$ cat config.mk
export PLATFORM = sky130hd
export DESIGN_NAME = elevator_scan_ctrl
export DESIGN_NICKNAME = d
export VERILOG_FILES = /design/src/rtl/elevator_scan_ctrl.sv
export SDC_FILE = /design/constraint.sdc
export NUM_CORES = 1
export LEC_CHECK = 0
export CAP_MARGIN = 40
export CORE_AREA = 2 2 78 80
export CTS_CLUSTER_SIZE = 25
export DETAILED_ROUTE_END_ITERATION = 10
export DIE_AREA = 0 0 80 82
export PLACE_DENSITY = 0.65
export SYNTH_ARGS = -nofsm -noshare
export SYNTH_HDL_FRONTEND = slang
export SYNTH_SLANG_ARGS = --single-unit
export TNS_END_PERCENT = 50
$ cat constraint.sdc
create_clock -name clk_i -period 5.63 [get_ports clk_i]
set_input_delay 0.563 -clock clk_i [delete_from_list [all_inputs] [get_ports clk_i]]
set_output_delay 0.563 -clock clk_i [all_outputs]
set_load 0.005 [all_outputs]
$ cat src/rtl/elevator_scan_ctrl.sv
// Elevator car controller: latches floor calls inside a runtime service window
// and serves them with a SCAN sweep, modelling per-floor travel and door dwell.
//
// state       | meaning
// S_IDLE      | parked at floor_q, choosing the next action
// S_MOVE_UP   | travelling one floor up, timer counts down the travel time
// S_MOVE_DOWN | travelling one floor down, timer counts down the travel time
// S_DOOR_OPEN | door open at floor_q, timer counts down the dwell
module elevator_scan_ctrl #(
    parameter int NUM_FLOORS = 8,
    parameter int FLOOR_W    = 3,
    parameter int TRAVEL_CYC = 4,
    parameter int DOOR_CYC   = 6
) (
    input  logic                  clk_i,
    input  logic                  rst_i,
    input  logic                  en_i,
    input  logic [NUM_FLOORS-1:0] req_i,
    input  logic [FLOOR_W-1:0]    min_floor_i,
    input  logic [FLOOR_W-1:0]    max_floor_i,
    output logic [FLOOR_W-1:0]    floor_o,
    output logic                  dir_up_o,
    output logic                  moving_o,
    output logic                  door_open_o,
    output logic                  arrive_o,
    output logic [NUM_FLOORS-1:0] pending_o
);

    localparam int TMAX = (TRAVEL_CYC > DOOR_CYC) ? TRAVEL_CYC : DOOR_CYC;
    localparam int TW   = (TMAX > 1) ? $clog2(TMAX) : 1;
    localparam logic [TW-1:0]      T_TRAVEL = TW'(TRAVEL_CYC - 1);
    localparam logic [TW-1:0]      T_DOOR   = TW'(DOOR_CYC - 1);
    localparam logic [FLOOR_W-1:0] TOP      = FLOOR_W'(NUM_FLOORS - 1);
    localparam logic [FLOOR_W-1:0] ONE_FL   = FLOOR_W'(1);

    typedef enum logic [1:0] {
        S_IDLE,
        S_MOVE_UP,
        S_MOVE_DOWN,
        S_DOOR_OPEN
    } state_t;

    state_t                  state_q, state_d;
    logic [FLOOR_W-1:0]      floor_q, floor_d;
    logic                    dir_up_q, dir_up_d;
    logic [TW-1:0]           timer_q, timer_d;
    logic                    arrive_q, arrive_d;
    logic [NUM_FLOORS-1:0]   pending_q, pending_d;

    logic [NUM_FLOORS-1:0]   mask;
    logic [NUM_FLOORS-1:0]   req_eff;
    logic [NUM_FLOORS-1:0]   clr;
    logic [FLOOR_W-1:0]      up_floor;
    logic [FLOOR_W-1:0]      dn_floor;
    logic                    win_ok;

    function automatic logic any_above(input logic [NUM_FLOORS-1:0] p,
                                       input logic [FLOOR_W-1:0] f);
        logic r = 1'b0;
        for (int i = 0; i < NUM_FLOORS; i++)
            if (i > int'(f)) r = r | p[i];
        return r;
    endfunction

    function automatic logic any_below(input logic [NUM_FLOORS-1:0] p,
                                       input logic [FLOOR_W-1:0] f);
        logic r = 1'b0;
        for (int i = 0; i < NUM_FLOORS; i++)
            if (i < int'(f)) r = r | p[i];
        return r;
    endfunction

    function automatic logic [NUM_FLOORS-1:0] onehot(input logic [FLOOR_W-1:0] f);
        return NUM_FLOORS'(1) << f;
    endfunction

    // Parking only pulls the car toward the window; it never pushes past the shaft ends.
    function automatic logic park_up(input logic [FLOOR_W-1:0] f);
        return (f < min_floor_i) && (f != TOP);
    endfunction

    function automatic logic park_dn(input logic [FLOOR_W-1:0] f);
        return win_ok && (f > max_floor_i) && (f != '0);
    endfunction

    always_comb begin
        mask = '0;
        for (int i = 0; i < NUM_FLOORS; i++)
            mask[i] = (i >= int'(min_floor_i)) && (i <= int'(max_floor_i));
    end

    assign win_ok   = (min_floor_i <= max_floor_i);
    assign up_floor = floor_q + ONE_FL;
    assign dn_floor = floor_q - ONE_FL;

    always_comb begin
        state_d  = state_q;
        floor_d  = floor_q;
        dir_up_d = dir_up_q;
        timer_d  = timer_q;
        arrive_d = 1'b0;
        clr      = '0;
        req_eff  = req_i & mask;
        if (state_q == S_DOOR_OPEN)
            req_eff = req_eff & ~onehot(floor_q);

        case (state_q)
            S_IDLE: begin
                if (pending_q[floor_q]) begin
                    state_d = S_DOOR_OPEN;
                    timer_d = T_DOOR;
                    clr     = onehot(floor_q);
                end else if (en_i) begin
                    timer_d = T_TRAVEL;
                    if (dir_up_q && any_above(pending_q, floor_q)) begin
                        state_d = S_MOVE_UP;
                    end else if (dir_up_q && any_below(pending_q, floor_q)) begin
                        state_d  = S_MOVE_DOWN;
                        dir_up_d = 1'b0;
                    end else if (!dir_up_q && any_below(pending_q, floor_q)) begin
                        state_d = S_MOVE_DOWN;
                    end else if (!dir_up_q && any_above(pending_q, floor_q)) begin
                        state_d  = S_MOVE_UP;
                        dir_up_d = 1'b1;
                    end else if (park_up(floor_q)) begin
                        state_d  = S_MOVE_UP;
                        dir_up_d = 1'b1;
                    end else if (park_dn(floor_q)) begin
                        state_d  = S_MOVE_DOWN;
                        dir_up_d = 1'b0;
                    end else begin
                        timer_d = timer_q;
                    end
                end
            end
            S_MOVE_UP: begin
                if (timer_q != '0) begin
                    timer_d = timer_q - TW'(1);
                end else if (floor_q == TOP) begin
                    state_d = S_IDLE;
                end else begin
                    floor_d  = up_floor;
                    arrive_d = 1'b1;
                    if (pending_q[up_floor]) begin
                        state_d = S_DOOR_OPEN;
                        timer_d = T_DOOR;
                        clr     = onehot(up_floor);
                    end else if (en_i && (any_above(pending_q, up_floor) || park_up(up_floor))) begin
                        timer_d = T_TRAVEL;
                    end else begin
                        state_d = S_IDLE;
                    end
                end
            end
            S_MOVE_DOWN: begin
                if (timer_q != '0) begin
                    timer_d = timer_q - TW'(1);
                end else if (floor_q == '0) begin
                    state_d = S_IDLE;
                end else begin
                    floor_d  = dn_floor;
                    arrive_d = 1'b1;
                    if (pending_q[dn_floor]) begin
                        state_d = S_DOOR_OPEN;
                        timer_d = T_DOOR;
                        clr     = onehot(dn_floor);
                    end else if (en_i && (any_below(pending_q, dn_floor) || park_dn(dn_floor))) begin
                        timer_d = T_TRAVEL;
                    end else begin
                        state_d = S_IDLE;
                    end
                end
            end
            S_DOOR_OPEN: begin
                if ((req_i & onehot(floor_q)) != '0) begin
                    timer_d = T_DOOR;
                end else if (timer_q != '0) begin
                    timer_d = timer_q - TW'(1);
                end else begin
                    state_d = S_IDLE;
                end
            end
            default: state_d = S_IDLE;
        endcase

        pending_d = (pending_q | req_eff) & ~clr;
    end

    always_ff @(posedge clk_i) begin
        if (rst_i) begin
            state_q   <= S_IDLE;
            floor_q   <= '0;
            dir_up_q  <= 1'b1;
            timer_q   <= '0;
            arrive_q  <= 1'b0;
            pending_q <= '0;
        end else begin
            state_q   <= state_d;
            floor_q   <= floor_d;
            dir_up_q  <= dir_up_d;
            timer_q   <= timer_d;
            arrive_q  <= arrive_d;
            pending_q <= pending_d;
        end
    end

    assign floor_o     = floor_q;
    assign dir_up_o    = dir_up_q;
    assign moving_o    = (state_q == S_MOVE_UP) || (state_q == S_MOVE_DOWN);
    assign door_open_o = (state_q == S_DOOR_OPEN);
    assign arrive_o    = arrive_q;
    assign pending_o   = pending_q;

endmodule
==> metrics.md <==
| Metric | Value |
|---|---|
| Largest stage delay on the critical path | 0.79 ns |
| Actual slew at the worst max-slew pin | 0.873 ns |
| Seq/Total Area, Yosys | between 10% and 20% |
| Core box area | between 5000 and 6000 um2 |
| # diodes | 0 |
| Crit path buffers/inverters | 2 |
| Commonest cells after routing, fill and taps aside | clkdlybuf4s50_1, ha_1, nor2_1 |
| Vias in the first global route | 2,406 |
| Delay-heaviest family, CP | adder cells |
| Worst setup SP type | flip-flop |
| DR pass1 iterations | 5 |
| CTS Sinks | 18 |
| Async SR Flop Fraction | 0% |
| Antenna violations before repair | 0 |
| CP cell instances | inv_2 -> ha_1 -> inv_2 -> ha_1 -> nor2b_1 -> o21ai_0 -> a221oi_1 -> a221oi_2 -> o2111ai_1 -> nand4b_2 -> mux2_2 |
| Die footprint | 6560 um2 |
| Post-Synth Adder-Cell Area | around 14% |
| IO Pins | 32 |
| Power Total | 1190 uW |
| IO Port Bufs | 31 |
| Post-synthesis compound-gate area fraction | 29.8% |
| Post-synthesis cell type count | 73 |
| Initial core utilization | 43.2% |
| Total Routed Length | 7940 um |
| Crit. End Element | flip-flop |
| Final hold viol count | 0 |
| Worst-Skew Late Latency | roughly 0.26 ns |
| Seq cells post-synth | 18 |
| Finished Layout Cells | 401 |
| Cells after DPL | 397 |
| Area Overhead vs Synth | 13.6% |
| Post-CTS setup buffer count | 0 |
| CTS Buf Count | 3 |
| Leak | 0.00107 uW |
| Clk root buf | clkbuf_8 |
| CTS max path bufs | 2 |
| Yosys top cell area share | around 15% |
| H-tree levels | 1 |
| Ys flop type | dfxtp_1 |
| Post-route ant nets | 0 |
| Crit path required time | 5.79 ns |
| Cell taking the most area after synthesis | dfxtp_1 |
| Power per Cell Area | about 420 nW/um2 |
| Synth Net Count | approximately 350 |
| Slew headroom | 41.6% |
| Setup_tns | 0 ns |
| Post-synth EDFFs | 0 |
| Post-CTS sizing | 0 |
| Top cells by area, synth | dfxtp_1, ha_1, nor2_1 |
| Commonest non-fill, non-tap cell in the layout | clkdlybuf4s50_1 |
| Iter 0 DRT Violations | 293 |
| Fill count | 595 |
| Clock Pin Slew Worst Setup and Hold Paths | 0.08 ns |
| Setup violators final | 0 |
| Worst vdd ir | 0.191 mV |
| Final period util | 65.6% |
| Critical Path AT | about 3.9 ns |
| Setup repair after global routing missed its margin | no |
| Type of the most critical hold path | flip-flop to flip-flop |
| Post-Synth XOR/XNOR Area | 1.36% |
| Status | complete, no violations |
| Fmax | 271 MHz |
| Via density | 6.39 |
| Mux cell area share after synthesis | 10.2% |
| CTS tree | yes |
| Synth Instances | 309 |
| CP max stage cell | dfxtp_1 |
| Worst Path Max Fanout | 19 |
| Layout Nets | roughly 370 |
| Detailed placement HPWL | 5890 um |
| Final worst clock skew | 0.00194 ns |
| Largest net degree at the start of global routing | 22 |
| Minimum clock period | 3.70 ns |
| Synthesized area per cell | ~8.0 um2 |
| Final Max Tran Viols | 0 |
| YS warnings | 0 |
| # rows | 28 |
| Die W | 80 um |
| Crit Path Category | flip-flop to flip-flop |
| Largest family of logic cells by synthesized area | compound AO/OA/AOI/OAI gates |
| GRT Overall Usage | between 20% and 30% |
| MaxCap Viol Count | 0 |
| First-pass GRT wire length | 12,800 um |
| GP Congestion | 0.899 |
| Hold Buf Count CTS | 0 |
| Share of layout cells above drive strength 1 | a little under an eighth |
| Drt wl/cell | 19.8 um |
| DR DRC count | 0 |
| Vias | ~2.6k |
| Post-synthesis cell area | approximately 2500 um2 |
| GRT overflow | 0 |
| Die Span Y | just over 80 um |
| Post-Synth Simple-Gate Area | 21.3% |
## logic make-up (layout without fill, tap and decap cells)
kind of cell | Yosys count | after routing
simple gates | 101 | 101
compound gates | 100 | 100
buf+inv | 43 | 60
fa+ha+maj | 28 | 28
flops | 18 | 18
mux | 16 | 16
xor+xnor | 3 | 3
## flip-flops by register name (all words and copies together) (netlist names)
register / cells
timer_q: 3
arrive_o: 1
pending_o: 8
floor_o: 3
state_q: 2
dir_up_o: 1
## final timing paths
check,startpoint,endpoint,slack [ns],depth (start not counted)
setup / recovery,floor_o[0],timer_q[2],1.93,11
hold / removal,timer_q[1],timer_q[1],0.48,2
setup reg to reg,floor_o[0],timer_q[2],1.93,11
hold reg to reg,timer_q[1],timer_q[1],0.48,2
## per-layer routing
metal  up-vias  routed length (um)  GRT usage [%]
li1       1206                   -              -
met1      1234                3480           35.3
met2       109                3690           40.2
met3        15                 571           2.64
met4         0                 204           9.32
met5         -                   0              0
## worst min-delay path, cell delays in order, from the launching register on
cell and delay (ns):
dfxtp_1 0.31, nand2b_1 0.06, mux2i_1 0.06
## power breakdown
part           total [uW]  switching (uW)  internal, uW  leakage (uW)
clock                 114            52.0          62.4     0.0000288
combinational         858             501           357      0.000891
sequential            215            59.8           155      0.000147
total                1190             613           575       0.00107
## cells in the mapped netlist, types with 7 or more instances
library cell  count
ha_1             27
nor2_1           26
inv_1            21
a21oi_1          19
nand2_1          19
dfxtp_1          18
o21ai_0          13
nor3_1           12
nor2b_1          10
clkbuf_1          8
a31oi_1           7
o21a_1            7
## area by class of cell
type,instances,area (um2),area share [%]
clock buffer,4,55.1,1.95
timing repair buffer,32,318,11.3
tap,75,93.8,3.32
multi-input combinational,248,1910,67.5
sequential,18,360,12.8
inverter,24,90.1,3.19
## stage by stage
stage / util [%] / hold WS, ns / setup WS [ns] / instance area, um2
after floorplan: - / 0.452 / 2.71 / 2480
after global placement: 48.2 / 0.479 / 2.06 / 2770
after detailed placement: 48.2 / 0.476 / 2.00 / 2770
after CTS: 49.2 / 0.488 / 1.98 / 2820
after global routing: 49.2 / 0.511 / 1.55 / 2820
final: 49.2 / 0.480 / 1.93 / 2820
(Power assumes the default switching activity.)
